$ cat config.mk
export PLATFORM = sky130hd
export DESIGN_NAME = data_rx_flat
export DESIGN_NICKNAME = d
export VERILOG_FILES = /design/src/rtl/data_rx_if.sv /design/src/rtl/data_rx.sv /design/src/flat_wrapper.sv
export SDC_FILE = /design/constraint.sdc
export NUM_CORES = 1
export LEC_CHECK = 0
export CAP_MARGIN = 20
export CORE_ASPECT_RATIO = 1.75
export CORE_MARGIN = 3
export CORE_UTILIZATION = 50
export DETAILED_ROUTE_END_ITERATION = 8
export PLACE_DENSITY = 0.73
export SETUP_SLACK_MARGIN = 0.1
export SLEW_MARGIN = 0
export SYNTH_ARGS = -nofsm -noshare
export SYNTH_HDL_FRONTEND = slang
export SYNTH_SLANG_ARGS = --single-unit
$ cat constraint.sdc
create_clock -name clk -period 1.92 [get_ports clk]
set_input_delay 0.192 -clock clk [delete_from_list [all_inputs] [get_ports clk]]
set_output_delay 0.192 -clock clk [all_outputs]
set_load 0.01 [all_outputs]
$ cat src/rtl/data_rx_if.sv
// FIFO-side and payload-side signals of the link receiver, bundled for data_rx.
// The master modport is the receiver; the slave modport is the FIFO/consumer side.
interface data_rx_if;
    logic       rx_empty;
    logic [7:0] r_data;
    logic       rd_uart;
    logic       local_sync;
    logic [7:0] data_out;
    logic       data_valid;
    logic       sync_lost;

    modport master (
        input  rx_empty, r_data,
        output rd_uart, local_sync, data_out, data_valid, sync_lost
    );

    modport slave (
        output rx_empty, r_data,
        input  rd_uart, local_sync, data_out, data_valid, sync_lost
    );
endinterface

$ cat src/rtl/data_rx.sv
// Link receiver: drains the UART RX FIFO, locks on a SYNC_BYTE preamble and delivers payload.
// Optional DATA_RX_STATS_EN adds sync_err_cnt (preamble breaks) and rx_byte_cnt (delivered bytes).
module data_rx #(
    parameter logic [7:0] SYNC_BYTE      = 8'hAA,
    parameter int          SYNC_COUNT     = 4,
    parameter int          TIMEOUT_CYCLES = 1_000_000
) (
    input  logic         clk,
    input  logic         rst_n,
    data_rx_if.master    bus
`ifdef DATA_RX_STATS_EN
    ,
    output logic [7:0]   sync_err_cnt,
    output logic [15:0]  rx_byte_cnt
`endif
);

    localparam int              IDLE_W   = $clog2(TIMEOUT_CYCLES);
    localparam logic [IDLE_W-1:0] IDLE_MAX = IDLE_W'(TIMEOUT_CYCLES - 1);
    localparam logic [3:0]      CNT_LOCK = 4'(SYNC_COUNT);

    typedef enum logic [1:0] {
        HUNT       = 2'd0,
        COUNT      = 2'd1,
        LOCK_DRAIN = 2'd2,
        LOCK_DATA  = 2'd3
    } state_t;

    state_t            state_q, state_d;
    logic [3:0]        cnt_q, cnt_d;
    logic [IDLE_W-1:0] idle_q, idle_d;
    logic              local_sync_q, local_sync_d;
    logic [7:0]        data_out_q, data_out_d;
    logic              data_valid_q, data_valid_d;
    logic              sync_lost_q, sync_lost_d;

    logic pop;
    logic is_sync;

    // The FIFO is drained unconditionally so it can never back up behind a stalled FSM.
    assign pop           = !bus.rx_empty && rst_n;
    assign bus.rd_uart   = pop;
    assign is_sync       = (bus.r_data == SYNC_BYTE);

    assign bus.local_sync = local_sync_q;
    assign bus.data_out   = data_out_q;
    assign bus.data_valid = data_valid_q;
    assign bus.sync_lost  = sync_lost_q;

    always_comb begin
        // NOTE: every _d gets a default before the case so no path can infer a latch.
        state_d      = state_q;
        cnt_d        = cnt_q;
        idle_d       = idle_q;
        data_out_d   = data_out_q;
        data_valid_d = 1'b0;
        sync_lost_d  = 1'b0;

        unique case (state_q)
            HUNT: begin
                idle_d = '0;
                if (pop && is_sync) begin
                    cnt_d   = 4'd1;
                    state_d = (SYNC_COUNT == 1) ? LOCK_DRAIN : COUNT;
                end
            end
            COUNT: begin
                idle_d = '0;
                if (pop) begin
                    if (is_sync) begin
                        cnt_d = cnt_q + 4'd1;
                        if (cnt_q + 4'd1 == CNT_LOCK) state_d = LOCK_DRAIN;
                    end else begin
                        cnt_d   = '0;
                        state_d = HUNT;
                    end
                end
            end
            LOCK_DRAIN, LOCK_DATA: begin
                if (pop) begin
                    idle_d = '0;
                    // Leading filler after lock is dropped; once payload starts every byte counts.
                    if (state_q == LOCK_DATA || !is_sync) begin
                        data_out_d   = bus.r_data;
                        data_valid_d = 1'b1;
                        state_d      = LOCK_DATA;
                    end
                end else if (idle_q == IDLE_MAX) begin
                    idle_d      = '0;
                    cnt_d       = '0;
                    sync_lost_d = 1'b1;
                    state_d     = HUNT;
                end else begin
                    idle_d = idle_q + IDLE_W'(1);
                end
            end
            default: state_d = HUNT;
        endcase

        local_sync_d = (state_d == LOCK_DRAIN) || (state_d == LOCK_DATA);
    end

`ifdef DATA_RX_STATS_EN
    logic [7:0]  sync_err_q, sync_err_d;
    logic [15:0] rx_byte_q, rx_byte_d;

    always_comb begin
        sync_err_d = sync_err_q;
        if (state_q == COUNT && pop && !is_sync && sync_err_q != 8'hFF)
            sync_err_d = sync_err_q + 8'd1;
        rx_byte_d = data_valid_d ? rx_byte_q + 16'd1 : rx_byte_q;
    end

    always_ff @(posedge clk or negedge rst_n) begin
        if (!rst_n) begin
            sync_err_q <= '0;
            rx_byte_q  <= '0;
        end else begin
            sync_err_q <= sync_err_d;
            rx_byte_q  <= rx_byte_d;
        end
    end

    assign sync_err_cnt = sync_err_q;
    assign rx_byte_cnt  = rx_byte_q;
`endif

    always_ff @(posedge clk or negedge rst_n) begin
        if (!rst_n) begin
            state_q      <= HUNT;
            cnt_q        <= '0;
            idle_q       <= '0;
            local_sync_q <= 1'b0;
            data_out_q   <= 8'h00;
            data_valid_q <= 1'b0;
            sync_lost_q  <= 1'b0;
        end else begin
            state_q      <= state_d;
            cnt_q        <= cnt_d;
            idle_q       <= idle_d;
            local_sync_q <= local_sync_d;
            data_out_q   <= data_out_d;
            data_valid_q <= data_valid_d;
            sync_lost_q  <= sync_lost_d;
        end
    end

endmodule

$ cat src/flat_wrapper.sv
// flat-port wrapper written by rule: the top's interface ports become plain ports
module data_rx_flat 
#(
    parameter logic [7:0] SYNC_BYTE      = 8'hAA,
    parameter int          SYNC_COUNT     = 4,
    parameter int          TIMEOUT_CYCLES = 1_000_000
)
  (clk, rst_n, bus_rx_empty, bus_r_data, bus_rd_uart, bus_local_sync, bus_data_out, bus_data_valid, bus_sync_lost);
  data_rx_if bus_i ();
  input  logic clk;
  input  logic rst_n;
  input wire logic [$bits(bus_i.rx_empty)-1:0] bus_rx_empty;
  input wire logic [$bits(bus_i.r_data)-1:0] bus_r_data;
  output wire logic [$bits(bus_i.rd_uart)-1:0] bus_rd_uart;
  output wire logic [$bits(bus_i.local_sync)-1:0] bus_local_sync;
  output wire logic [$bits(bus_i.data_out)-1:0] bus_data_out;
  output wire logic [$bits(bus_i.data_valid)-1:0] bus_data_valid;
  output wire logic [$bits(bus_i.sync_lost)-1:0] bus_sync_lost;
  assign bus_i.rx_empty = bus_rx_empty;
  assign bus_i.r_data = bus_r_data;
  assign bus_rd_uart = bus_i.rd_uart;
  assign bus_local_sync = bus_i.local_sync;
  assign bus_data_out = bus_i.data_out;
  assign bus_data_valid = bus_i.data_valid;
  assign bus_sync_lost = bus_i.sync_lost;
  data_rx #(.SYNC_BYTE(SYNC_BYTE), .SYNC_COUNT(SYNC_COUNT), .TIMEOUT_CYCLES(TIMEOUT_CYCLES)) u_core (.clk(clk), .rst_n(rst_n), .bus(bus_i));
endmodule
Word level (Yosys, flattened, before mapping)
Index checks and enable logic that the tools add are counted.
{"block": "word_totals", "register_bits": 37, "output_inout_bits": 12, "word_cells": 55}
{"block": "classes", "add_sub_neg": 2, "n_eq_ne": 12, "n_reduce_logical": 11, "mux": 23}
{"operator": "20-bit 2-to-1 mux", "n": 2}
{"operator": "20-bit one-hot mux with 2 select lines", "n": 1}
{"operator": "20-bit by 1-bit adder with 20-bit output, second input constant", "n": 1}
{"operator": "20-bit == test, second input constant", "n": 1}
{"operator": "4-bit 2-to-1 mux", "n": 5}
{"operator": "2-bit 2-to-1 mux", "n": 7}
{"operator": "4-bit one-hot mux with 3 select lines", "n": 1}
{"operator": "2-bit == test, second input constant", "n": 4}
{"operator": "8-bit == test, second input constant", "n": 1}
{"operator": "1-bit 2-to-1 mux", "n": 6}
{"operator": "2-bit by 1-bit != test with 1-bit output, second input constant", "n": 3}
{"operator": "2-bit one-hot mux with 3 select lines", "n": 1}
{"operator": "4-bit by 1-bit adder with 4-bit output, second input constant", "n": 1}
{"operator": "4-bit by 3-bit == test with 1-bit output, second input constant", "n": 1}
{"operator": "4-bit AND reduction", "n": 1}
{"operator": "2-bit OR reduction", "n": 2}
{"operator": "3-bit AND reduction", "n": 1}
{"operator": "2-bit by 1-bit == test with 1-bit output, second input constant", "n": 1}
{"operator": "1-bit logical AND", "n": 2}
{"operator": "1-bit logical NOT", "n": 2}
{"operator": "2-bit logical NOT", "n": 1}
{"operator": "1-bit logical OR", "n": 2}
{"operator": "2-bit != test, second input constant", "n": 1}

Longest topological paths before layout
Gate-level depths: netlist of the first run.
{"block": "depth", "word_depth": 8, "mapped_depth": 7}

Worst setup path after synthesis of the first run
No wires, ideal clock.
{"block": "synth_path", "path_kind": "reg2reg", "startpoint": "register u_core.idle_q[0]", "endpoint": "register u_core.cnt_q[3]", "path_buffers": 0, "setup_ns": 0.092, "slack_ns": 0.258, "arrival_ns": 1.571, "stages_incl_launch_ff": 7, "path_cell_list": "dfrtp_1 > ha_1 > nand4_4 > nor4_4 > a2bb2oi_2 > or2_1 > o31ai_2"}
{"block": "synth_via", "elab_chain_cells": 3}
{"element": "start: declaration", "line_no": "data_rx.sv:31", "text": "logic [IDLE_W-1:0] idle_q, idle_d;"}
{"element": "start signal: assignment", "line_no": "data_rx.sv:140", "text": "idle_q <= idle_d;"}
{"element": "20-bit == test", "line_no": "data_rx.sv:88", "text": "end else if (idle_q == IDLE_MAX) begin"}
{"element": "2-bit by 1-bit != test with 1-bit output (no source line)"}
{"element": "4-bit AND reduction (no source line)"}
{"element": "end signal: assignment", "line_no": "data_rx.sv:139", "text": "cnt_q <= cnt_d;"}
{"element": "end: declaration", "line_no": "data_rx.sv:30", "text": "logic [3:0] cnt_q, cnt_d;"}
No other way between the ends.
A chain may end at the register's enable or synchronous reset.

Final worst setup path of the first run
{"block": "layout_path", "startpoint": "register u_core.idle_q[0]", "endpoint": "register u_core.idle_q[18]"}
{"block": "layout_via", "elab_chain_cells": 4, "word_cells_on_any_way": 5, "classes_between": "1 x add/sub; 1 x eq/ne; 3 x mux"}
{"element": "20-bit by 1-bit adder with 20-bit output or 20-bit == test (tied branches)", "line_no": "data_rx.sv:94, data_rx.sv:88"}
{"element": "20-bit 2-to-1 mux (*)", "line_no": "data_rx.sv:88"}
{"element": "20-bit 2-to-1 mux (*)", "line_no": "data_rx.sv:80", "text": "if (pop) begin"}
{"element": "20-bit one-hot mux with 2 select lines (*)", "line_no": "data_rx.sv:59", "text": "unique case (state_q)"}
{"element": "net u_core.idle_d[18]", "line_no": "data_rx.sv:31"}
The timed path passes the listed nets; every way through them passes the cells marked *.

==> results of run 1 <==
power by group through the flow:
| stage | clock network (µW) | registers, µW | logic (µW) |
|---|---|---|---|
| floorplan | 0 | 883 | 91.5 |
| global placement | 0 | 865 | 249 |
| detailed placement | 0 | 866 | 253 |
| CTS | 688 | 852 | 255 |
| global route | 729 | 858 | 275 |
| finish | 670 | 853 | 255 |
worst max path at each step:
stage	endpoint	cells after the start	slack (ns)
6_report	u_core.idle_q[18]$_DFF_PN0_	7	0.18
5_1_grt	u_core.idle_q[7]$_DFF_PN0_	7	0.07
4_1_cts	u_core.idle_q[18]$_DFF_PN0_	7	0.11
3_5_place_dp	u_core.bus.data_out[2]$_DFFE_PN0P_	6	-0.07
3_3_place_gp	u_core.bus.data_out[4]$_DFFE_PN0P_	6	-0.04
2_1_floorplan	u_core.cnt_q[3]$_DFFE_PN0P_	6	0.26
stage by stage:
stage               util [%]  total power [µW]  instance area [µm²]  worst slack [ns]
floorplan                  -               974                 1920             0.258
global placement        61.3              1110                 2250           -0.0381
detailed placement      61.3              1120                 2250           -0.0702
CTS                     64.5              1800                 2360             0.113
global route            65.6              1860                 2400            0.0742
finish                  65.6              1780                 2400             0.176
cell families after synthesis:
family | share of synthesized area (%)
simple gates | 25.8
flops | 48.3
xor+xnor | 9.14
compound gates | 5.55
buf+inv | 2.94
mux | 6.27
fa+ha+maj | 1.96
repair_timing:
action                                 4_1_cts  5_1_grt
setup buffers                                0        1
gates resized for setup                      1        6
endpoints found under the hold margin        0        0
pin swaps                                    1        3
setup endpoints to repair                   24       23
final cells by class:
type	count	area share, %
repair buffers	33	13.1
well taps	46	2.39
flip-flops and latches	37	38.6
multi-input cells	126	40.2
clock inverters	3	1.93
inverters	6	0.937
clock buffers	5	2.86
synth_stat cells, types with 3 or more instances:
cell	number	area share, %
mux2_4	8	6.3
buf_4	3	1.2
nor4_4	3	3.3
a21oi_1	3	0.78
nand2_1	10	2.0
ha_1	3	2.0
nand4_1	3	0.98
nor2_1	29	5.7
xnor2_1	10	4.6
dfrtp_1	37	48
xor2_1	10	4.6
o21ai_1	4	1.0
nand3_1	13	3.4
nor3_2	3	1.6
inv_1	5	0.98
layer usage:
layer  routed length (µm)  part of all wire, %
met4                   86                  2.2
met1                 1430                   36
met3                  217                  5.5
met2                 2240                   56
met5                    0                    0
sequential cells by signal (all words and copies together) (netlist names):
signal and count:
u_core.idle_q 20, u_core.bus.data_out 8, u_core.cnt_q 4, u_core.state_q 2, u_core.bus.data_valid 1, u_core.bus.local_sync 1, u_core.bus.sync_lost 1
==> impl_results.md, run 1 <==
- Tightest Pin Transition: between 0.5 and 0.6 ns
- Internal: between 1000 and 1500 µW
- Site Rows: 29
- Share of layout cells above drive strength 1: a little under a quarter
- Global route hottest layer: met2
- Largest net degree at the start of global routing: 38
- Die H: around 88 µm
- DR pass1 iterations: 4
- FF-to-FF End: u_core.idle_q[18]$_DFF_PN0_
- # diodes: 0
- Critical Path Max Stage Delay: 0.41 ns
- CP Data Arrival Time: 1.93 ns
- RR Startpoint: u_core.idle_q[0]$_DFF_PN0_
- # port buffers: 22
- Syn nets: roughly 190
- Routed WL per cell: between 15 and 20 µm
- Logic pwr share: 14.3%
- Vias/cell: 5.51
- Post-route ant nets: 0
- Proportion of power drawn by the clock network: a little under two fifths
- Critical Path Start: u_core.idle_q[0]$_DFF_PN0_
- Switching Share: 22.9%
- CTS root buffer: clkbuf_8
- CP top delay family: simple AND/OR/NAND/NOR gates
- Most common cell after layout, fill and taps aside: dfrtp_1
- Fin. Hold Viols: 0
- Number of H-tree levels: 2
- Fin crit period: 1.74 ns
- Starting Density: 52.3%
- Vias in the first global route: between 1500 and 2000
- M2 GR Usage: 36.3%
- Iter 0 DRT Violations: 40
- Sw Pwr: around 410 µW
- Synth Warn #: 0
- Clock buffer depth: 2
- Chip width: 52.8 µm
- Antenna violations before repair: 0
- Gr ovfl total: 0
- # placed instances: 247
- Buffers and inverters on the worst path: 1
- Worst Setup End Kind: flip-flop
- R2R setup slack: 0.18 ns
- Max Cap Violations: 0
- Synth unique cells: 40
- Max Slew Vio Count: 0
- Number of flops mapped to enable cells by yosys: 0
- Setup TNS: 0 ns
- Die ar.: 4640 µm²
- Leakage: 0.00102 µW
- IO Count: 23
- Post-synth top flop: dfrtp_1
- Syn avg cell area: approximately 11 µm²
- Most frequent cells in the layout: 36 x dfrtp_1, 29 x nor2_1, 22 x clkdlybuf4s50_1
- Area of the multi-input gates: 966 µm²
- F_max: 0.574 GHz
- Layout fillers: approximately 300
- Yosys reg bits: 37
- Nets: 223
- Worst min path class: in2async
- Total Routed Length: 3.97 mm
- CTS tree: built
- Critical path launch point type: flip-flop
- Power per cell area: 740 nW/µm²
- Worst-skew pair later-pin latency: just under 0.3 ns
- Vias: roughly 1400
- Count of hold buffers inserted by post-cts repair: 0
- FF/Latch Area: 927 µm²
- Layout Area Growth over Synthesis: 25.5%
- Worst Path Required: 2.10 ns
- RSZ-0062 raised after global routing: true
- Worst vdd ir: 0.000664 V
- First-pass GRT wire length: 6.72 mm
- Slowest CP cell: dfrtp_2
- Setup Viol. Count Final: 0
- Worst hold slack: between 0.4 and 0.5 ns
- Fraction of registers with async set/reset: 100%
- CP max FO: 4
- Synth Instances: roughly 170
- Max_slew headroom: 62.0%
- Status: complete, no violations
- Met1 Usage GRT: 19.9%
- GRT met3 Usage: 4.77%
- Residual DRC count: 0
- Register-to-Register Path Depth: 7
- Clock Skew: 0.0106 ns
- GRT Util Overall: 19.4%
- Fin cells: about 260
- Flop pwr share: 48.0%
- Clk sinks: 37
- Worst-path clk slew: approximately 0.080 ns
- CTS Buf Count: 5
- Period utilisation layout: 90.8%
- Crit Path Category: reg2reg
- CP Cell Sequence: ha_4 > nand4_4 > buf_4 > nor4_4 > nand4_1 > xor2_1 > nor2_1
- Sequential cell area fraction in the yosys report: 48.3%
- Placer Congestion: 0.826
- Cell Area, Synth: 1920 µm²
- Core Area: between 3000 and 4000 µm²
- Post-DP HPWL: 2.89 mm
No activity file was read; power rests on OpenSTA's default activity.
==> inputs of run 2 (changes only) <==
- CORE_ASPECT_RATIO: 1.75 -> 2
==> impl_results.md, run 2 (synthesis results as in run 1) <==
- Clock buffer depth: 2 (unchanged)
- Sw Pwr: 427 µW (was 407 µW)
- R2R setup slack: 0.14 ns (was 0.18 ns)
- Chip width: 49.8 µm (was 52.8 µm)
- Slowest CP cell: dfrtp_1 (was dfrtp_2)
- Flop pwr share: 44.4% (was 48.0%)
- Critical Path Max Stage Delay: 0.40 ns (was 0.41 ns)
- Proportion of power drawn by the clock network: 41.7% (was 37.7%)
- Logic pwr share: 14.0% (was 14.3%)
- Clk sinks: 37 (unchanged)
- Crit Path Category: reg2reg (unchanged)
- FF/Latch Area: 926 µm² (was 927 µm²)
- Worst Setup End Kind: flip-flop (unchanged)
- Core Area: 3650 µm² (was 3660 µm²)
- Worst vdd ir: 0.000552 V (was 0.000664 V)
- Total Routed Length: 4.60 mm (was 3.97 mm)
- Most frequent cells in the layout: 37 x dfrtp_1, 28 x nor2_1, 21 x clkdlybuf4s50_1 (was 36 x dfrtp_1, 29 x nor2_1, 22 x clkdlybuf4s50_1)
- Final Cell Area: 2530 µm² (was 2400 µm²)
- Max Slew Vio Count: 0 (unchanged)
- Share of layout cells above drive strength 1: 25.6% (was 23.3%)
- Setup Viol. Count Final: 0 (unchanged)
- Routed WL per cell: 17.4 µm (was 15.5 µm)
- Max Cap Violations: 0 (unchanged)
- CTS root buffer: clkbuf_8 (unchanged)
- Status: complete, no violations (unchanged)
- Worst Path Required: 2.10 ns (about the same)
- Iter 0 DRT Violations: 40 (unchanged)
- Most flops, register: u_core.idle_q (unchanged)
- DR pass1 iterations: 5 (was 4)
- Final WS setup: 0.139 ns (was 0.176 ns)
- Worst-skew pair later-pin latency: 0.29 ns (about the same)
- Pre-CTS setup slack: -0.0175 ns (was -0.0702 ns)
- Power per cell area: 764 nW/µm² (was 740 nW/µm²)
- Layout Area Growth over Synthesis: 32.1% (was 25.5%)
- RSZ-0062 raised after global routing: true (unchanged)
- Residual DRC count: 0 (unchanged)
- Fin. Hold Viols: 0 (unchanged)
- CP Cell Sequence: nand4b_1 > nor4_4 > buf_4 > nand3_4 > nand3_4 > clkbuf_16 > nor2_1 (was ha_4 > nand4_4 > buf_4 > nor4_4 > nand4_1 > xor2_1 > nor2_1)
- Site Rows: 31 (was 29)
- CTS tree: built (unchanged)
- Most common cell after layout, fill and taps aside: dfrtp_1 (unchanged)
- CP max FO: 10 (was 4)
- # diodes: 0 (unchanged)
- Post-route ant nets: 0 (unchanged)
- Largest net degree at the start of global routing: 38 (unchanged)
- Starting Density: 52.5% (was 52.3%)
- IO Count: 23 (unchanged)
- Setup TNS: 0 ns (unchanged)
- Vias in the first global route: 1597 (was 1507)
- F_max: 0.561 GHz (was 0.574 GHz)
- Number of H-tree levels: 2 (unchanged)
- Nets: 228 (was 223)
- Most common cell on crit path: nand3_4
- CTS Buf Count: 5 (unchanged)
- Internal: 1510 µW (was 1370 µW)
- Gr ovfl total: 0 (unchanged)
- Period utilisation layout: 92.8% (was 90.8%)
- Switching Share: 22.1% (was 22.9%)
- Area of the multi-input gates: 1000 µm² (was 966 µm²)
- Worst min path class: in2async (unchanged)
- Leakage: 0.00110 µW (was 0.00102 µW)
- Critical path launch point type: flip-flop (unchanged)
- Die ar.: 4650 µm² (was 4640 µm²)
- CP Data Arrival Time: 1.97 ns (was 1.93 ns)
- Layout fillers: 299 (unchanged)
- Largest register FFs: 20 (unchanged)
- Tightest Pin Transition: 0.466 ns (was 0.568 ns)
- Vias: 1501 (was 1411)
- Die H: 93.5 µm (was 87.9 µm)
- Antenna violations before repair: 0 (unchanged)
- GRT Util Overall: 21.5% (was 19.4%)
- # port buffers: 22 (unchanged)
- First-pass GRT wire length: 7.42 mm (was 6.72 mm)
- Max_slew headroom: 68.9% (was 62.0%)
- Count of hold buffers inserted by post-cts repair: 0 (unchanged)
- Worst hold slack: 0.147 ns (was 0.403 ns)
- Post-DP HPWL: 3.20 mm (was 2.89 mm)
- Worst-path clk slew: 0.08 ns (about the same)
- Placement Cell Area: 2270 µm² (was 2250 µm²)
- Fin crit period: 1.78 ns (was 1.74 ns)
- Clock Skew: 0.00741 ns (was 0.0106 ns)
- Vias/cell: 5.69 (was 5.51)
- Placer Congestion: 0.868 (was 0.826)
run 2: layer usage:
| metal | routed length (µm) | track usage [%] | up-vias |
|---|---|---|---|
| met5 | 0 | 0 | - |
| li1 | - | - | 680 |
| met2 | 2790 | 41.5 | 56 |
| met3 | 167 | 5.42 | 18 |
| met1 | 1480 | 19.0 | 747 |
| met4 | 159 | 12.2 | 0 |
run 2: critical path, delay by kind of cell (launching register included):
kind	cells	cell delay (ns)
simple gates	5	0.89
flops	1	0.40
buf+inv	2	0.36
run 2: what timing repair did:
item	CTS	global route
setup buffers	0	4
resized for setup	7	5
pin swaps	1	3
setup endpoints to repair	25	26
gates cloned	0	1
run 2: power groups by stage:
stage                     Sequential (µW)  Combinational, µW  Clock [µW]
final                                 857                270         806
after global routing                  862                286         856
after CTS                             857                264         821
after detailed placement              870                260           0
after global placement                865                254           0
after floorplan                       883               91.5           0
run 2: layout make-up:
class | count | share of cell area (%)
multi-input cells | 126 | 39.6
clock buffers | 5 | 2.72
inverters | 6 | 0.890
clock inverters | 3 | 2.57
repair buffers | 38 | 15.2
well taps | 49 | 2.42
flip-flops and latches | 37 | 36.6
run 2: worst paths after layout:
kind | from | cells after the start | endpoint
max | u_core.idle_q[15]$_DFF_PN0_ | 7 | u_core.idle_q[12]$_DFF_PN0_
min | rst_n | 2 | u_core.bus.data_out[7]$_DFFE_PN0P_
max reg2reg | u_core.idle_q[15]$_DFF_PN0_ | 7 | u_core.idle_q[12]$_DFF_PN0_
min reg2reg | u_core.bus.data_out[7]$_DFFE_PN0P_ | 1 | u_core.bus.data_out[7]$_DFFE_PN0P_
max in group asynchronous | rst_n | 2 | u_core.idle_q[16]$_DFF_PN0_
min in group clk | rst_n | 4 | u_core.bus.data_valid$_DFF_PN0_
run 2: through the flow:
stage               power, µW  std cells  util (%)
floorplan                 974        173         -
global placement         1120        251      62.3
detailed placement       1130        251      62.3
CTS                      1940        259      67.0
global route             2000        264      69.4
finish                   1930        264      69.4
==> inputs of run 3 (changes only) <==
- SKIP_CTS_REPAIR_TIMING: not set -> 1
==> impl_results.md, run 3 (synthesis results as in run 1) <==
- Proportion of power drawn by the clock network: 42.0% (was 41.7%)
- Tightest Pin Transition: 0.466 ns (about the same)
- Most common cell after layout, fill and taps aside: dfrtp_1 (unchanged)
- First-pass GRT wire length: 7.31 mm (was 7.42 mm)
- Worst Path Required: 2.08 ns (was 2.10 ns)
- Largest net degree at the start of global routing: 38 (unchanged)
- Setup Viol. Count Final: 0 (unchanged)
- Layout Area Growth over Synthesis: 27.1% (was 32.1%)
- Flop pwr share: 44.5% (was 44.4%)
- Starting Density: 52.5% (unchanged)
- # port buffers: 22 (unchanged)
- Largest register FFs: 20 (unchanged)
- Max Cap Violations: 0 (unchanged)
- Logic pwr share: 13.5% (was 14.0%)
- Placer Congestion: 0.868 (unchanged)
- GRT Util Overall: 21.1% (was 21.5%)
- Status: complete, no violations (unchanged)
- Iter 0 DRT Violations: 53 (was 40)
- Clk sinks: 37 (unchanged)
- Leakage: 0.00105 µW (was 0.00110 µW)
- Core Area: 3650 µm² (unchanged)
- Max_slew headroom: 68.9% (about the same)
- Post-DP HPWL: 3.20 mm (unchanged)
- Sw Pwr: 424 µW (was 427 µW)
- Antenna violations before repair: 0 (unchanged)
- Fin. Hold Viols: 0 (unchanged)
- Gr ovfl total: 0 (unchanged)
- CP max FO: 3 (was 10)
- R2R setup slack: 0.1 ns (was 0.14 ns)
- Vias/cell: 5.62 (was 5.69)
- Chip width: 49.8 µm (unchanged)
- Switching Share: 22.1% (about the same)
- Setup TNS: 0 ns (unchanged)
- Critical path launch point type: flip-flop (unchanged)
- Vias: 1462 (was 1501)
- CTS Buf Count: 5 (unchanged)
- Crit Path Category: reg2reg (unchanged)
- Nets: 224 (was 228)
- Worst Setup End Kind: flip-flop (unchanged)
- Clock Skew: 0.00769 ns (was 0.00741 ns)
- Worst-skew pair later-pin latency: 0.29 ns (about the same)
- Most flops, register: u_core.idle_q (unchanged)
- Total Routed Length: 4.35 mm (was 4.60 mm)
- Pre-CTS setup slack: -0.0175 ns (unchanged)
- DR pass1 iterations: 4 (was 5)
- Share of layout cells above drive strength 1: 22.7% (was 25.6%)
- Die H: 93.5 µm (unchanged)
- Post-route ant nets: 0 (unchanged)
- Worst hold slack: 0.522 ns (was 0.147 ns)
- CTS tree: built (unchanged)
- CTS root buffer: clkbuf_8 (unchanged)
- Number of H-tree levels: 2 (unchanged)
- RSZ-0062 raised after global routing: true (unchanged)
- Die ar.: 4650 µm² (unchanged)
- Worst vdd ir: 0.000594 V (was 0.000552 V)
- Worst min path class: reg2reg (was in2async)
- Vias in the first global route: 1610 (was 1597)
- Routed WL per cell: 16.7 µm (was 17.4 µm)
- Worst-path clk slew: 0.08 ns (about the same)
- Period utilisation layout: 94.9% (was 92.8%)
- Residual DRC count: 0 (unchanged)
- CP Data Arrival Time: 1.99 ns (was 1.97 ns)
- Fin crit period: 1.82 ns (was 1.78 ns)
- Clock buffer depth: 2 (unchanged)
- # diodes: 0 (unchanged)
- Most frequent cells in the layout: 37 x dfrtp_1, 29 x nor2_1, 22 x clkdlybuf4s50_1 (was 37 x dfrtp_1, 28 x nor2_1, 21 x clkdlybuf4s50_1)
- Final WS setup: 0.0976 ns (was 0.139 ns)
- IO Count: 23 (unchanged)
- Site Rows: 31 (unchanged)
- Internal: 1500 µW (was 1510 µW)
- F_max: 0.549 GHz (was 0.561 GHz)
- Max Slew Vio Count: 0 (unchanged)
- Power per cell area: 790 nW/µm² (was 764 nW/µm²)
==> run 3: changes by cell type in the layout (fill, tap and decap cells not counted) <==
cell             before  now
buf_4                13   10
clkbuf_16             1    0
clkdlybuf4s50_1      21   22
dlymetal6s2s_1        1    0
ha_2                  0    1
ha_4                  1    0
nand3_1              11   13
nand3_4               2    0
nor2_1               28   29
nor2_2                2    1
nor4_2                0    1
nor4_4                4    3
==> run 3: path summary, 6_finish.rpt <==
path | to | cells past startpoint | start
min in group asynchronous | u_core.bus.data_out[7]$_DFFE_PN0P_ | 2 | rst_n
max in group asynchronous | u_core.idle_q[7]$_DFF_PN0_ | 2 | rst_n
min reg2reg | u_core.bus.data_out[7]$_DFFE_PN0P_ | 1 | u_core.bus.data_out[7]$_DFFE_PN0P_
max | u_core.bus.local_sync$_DFF_PN0_ | 5 | u_core.idle_q[15]$_DFF_PN0_
max reg2reg | u_core.bus.local_sync$_DFF_PN0_ | 5 | u_core.idle_q[15]$_DFF_PN0_
min | u_core.bus.data_out[7]$_DFFE_PN0P_ | 1 | u_core.bus.data_out[7]$_DFFE_PN0P_
==> run 3: critical path, stage by stage (launching register included) <==
cell	delay, ns
dfrtp_1	0.41
nand4b_1	0.26
nor4_4	0.42
nand3_1	0.19
nor2_1	0.25
o32ai_1	0.15
==> run 3: area by class of cell <==
class | count | area, µm²
clock buffers | 5 | 68.8
clock inverters | 3 | 65.1
fillers | 315 | 1210
inverters | 6 | 22.5
multi-input cells | 126 | 956
flip-flops and latches | 37 | 926
well taps | 49 | 61.3
repair buffers | 34 | 335
==> run 3: metal layers <==
metal | vias up | track usage, % | routed length, µm
met2 | 42 | 39.9 | 2590
met4 | 0 | 13.6 | 178
li1 | 671 | - | -
met3 | 19 | 5.42 | 143
met1 | 730 | 18.6 | 1440
met5 | - | 0 | 0
==> run 3: power groups by stage <==
stage / sequential (µW) / combinational [µW] / clock (µW)
4_1_cts: 856 / 261 / 821
5_1_grt: 861 / 276 / 861
3_5_place_dp: 870 / 260 / 0
2_1_floorplan: 883 / 91.5 / 0
6_report: 856 / 260 / 808
3_3_place_gp: 865 / 254 / 0
==> run 3: metrics by stage <==
step | instance area [µm²] | util [%] | instances | power, µW
2_1_floorplan | 1920 | - | 173 | 974
4_1_cts | 2400 | 66.0 | 259 | 1940
3_5_place_dp | 2270 | 62.3 | 251 | 1130
3_3_place_gp | 2270 | 62.3 | 251 | 1120
6_report | 2430 | 66.8 | 260 | 1920
5_1_grt | 2430 | 66.8 | 260 | 2000
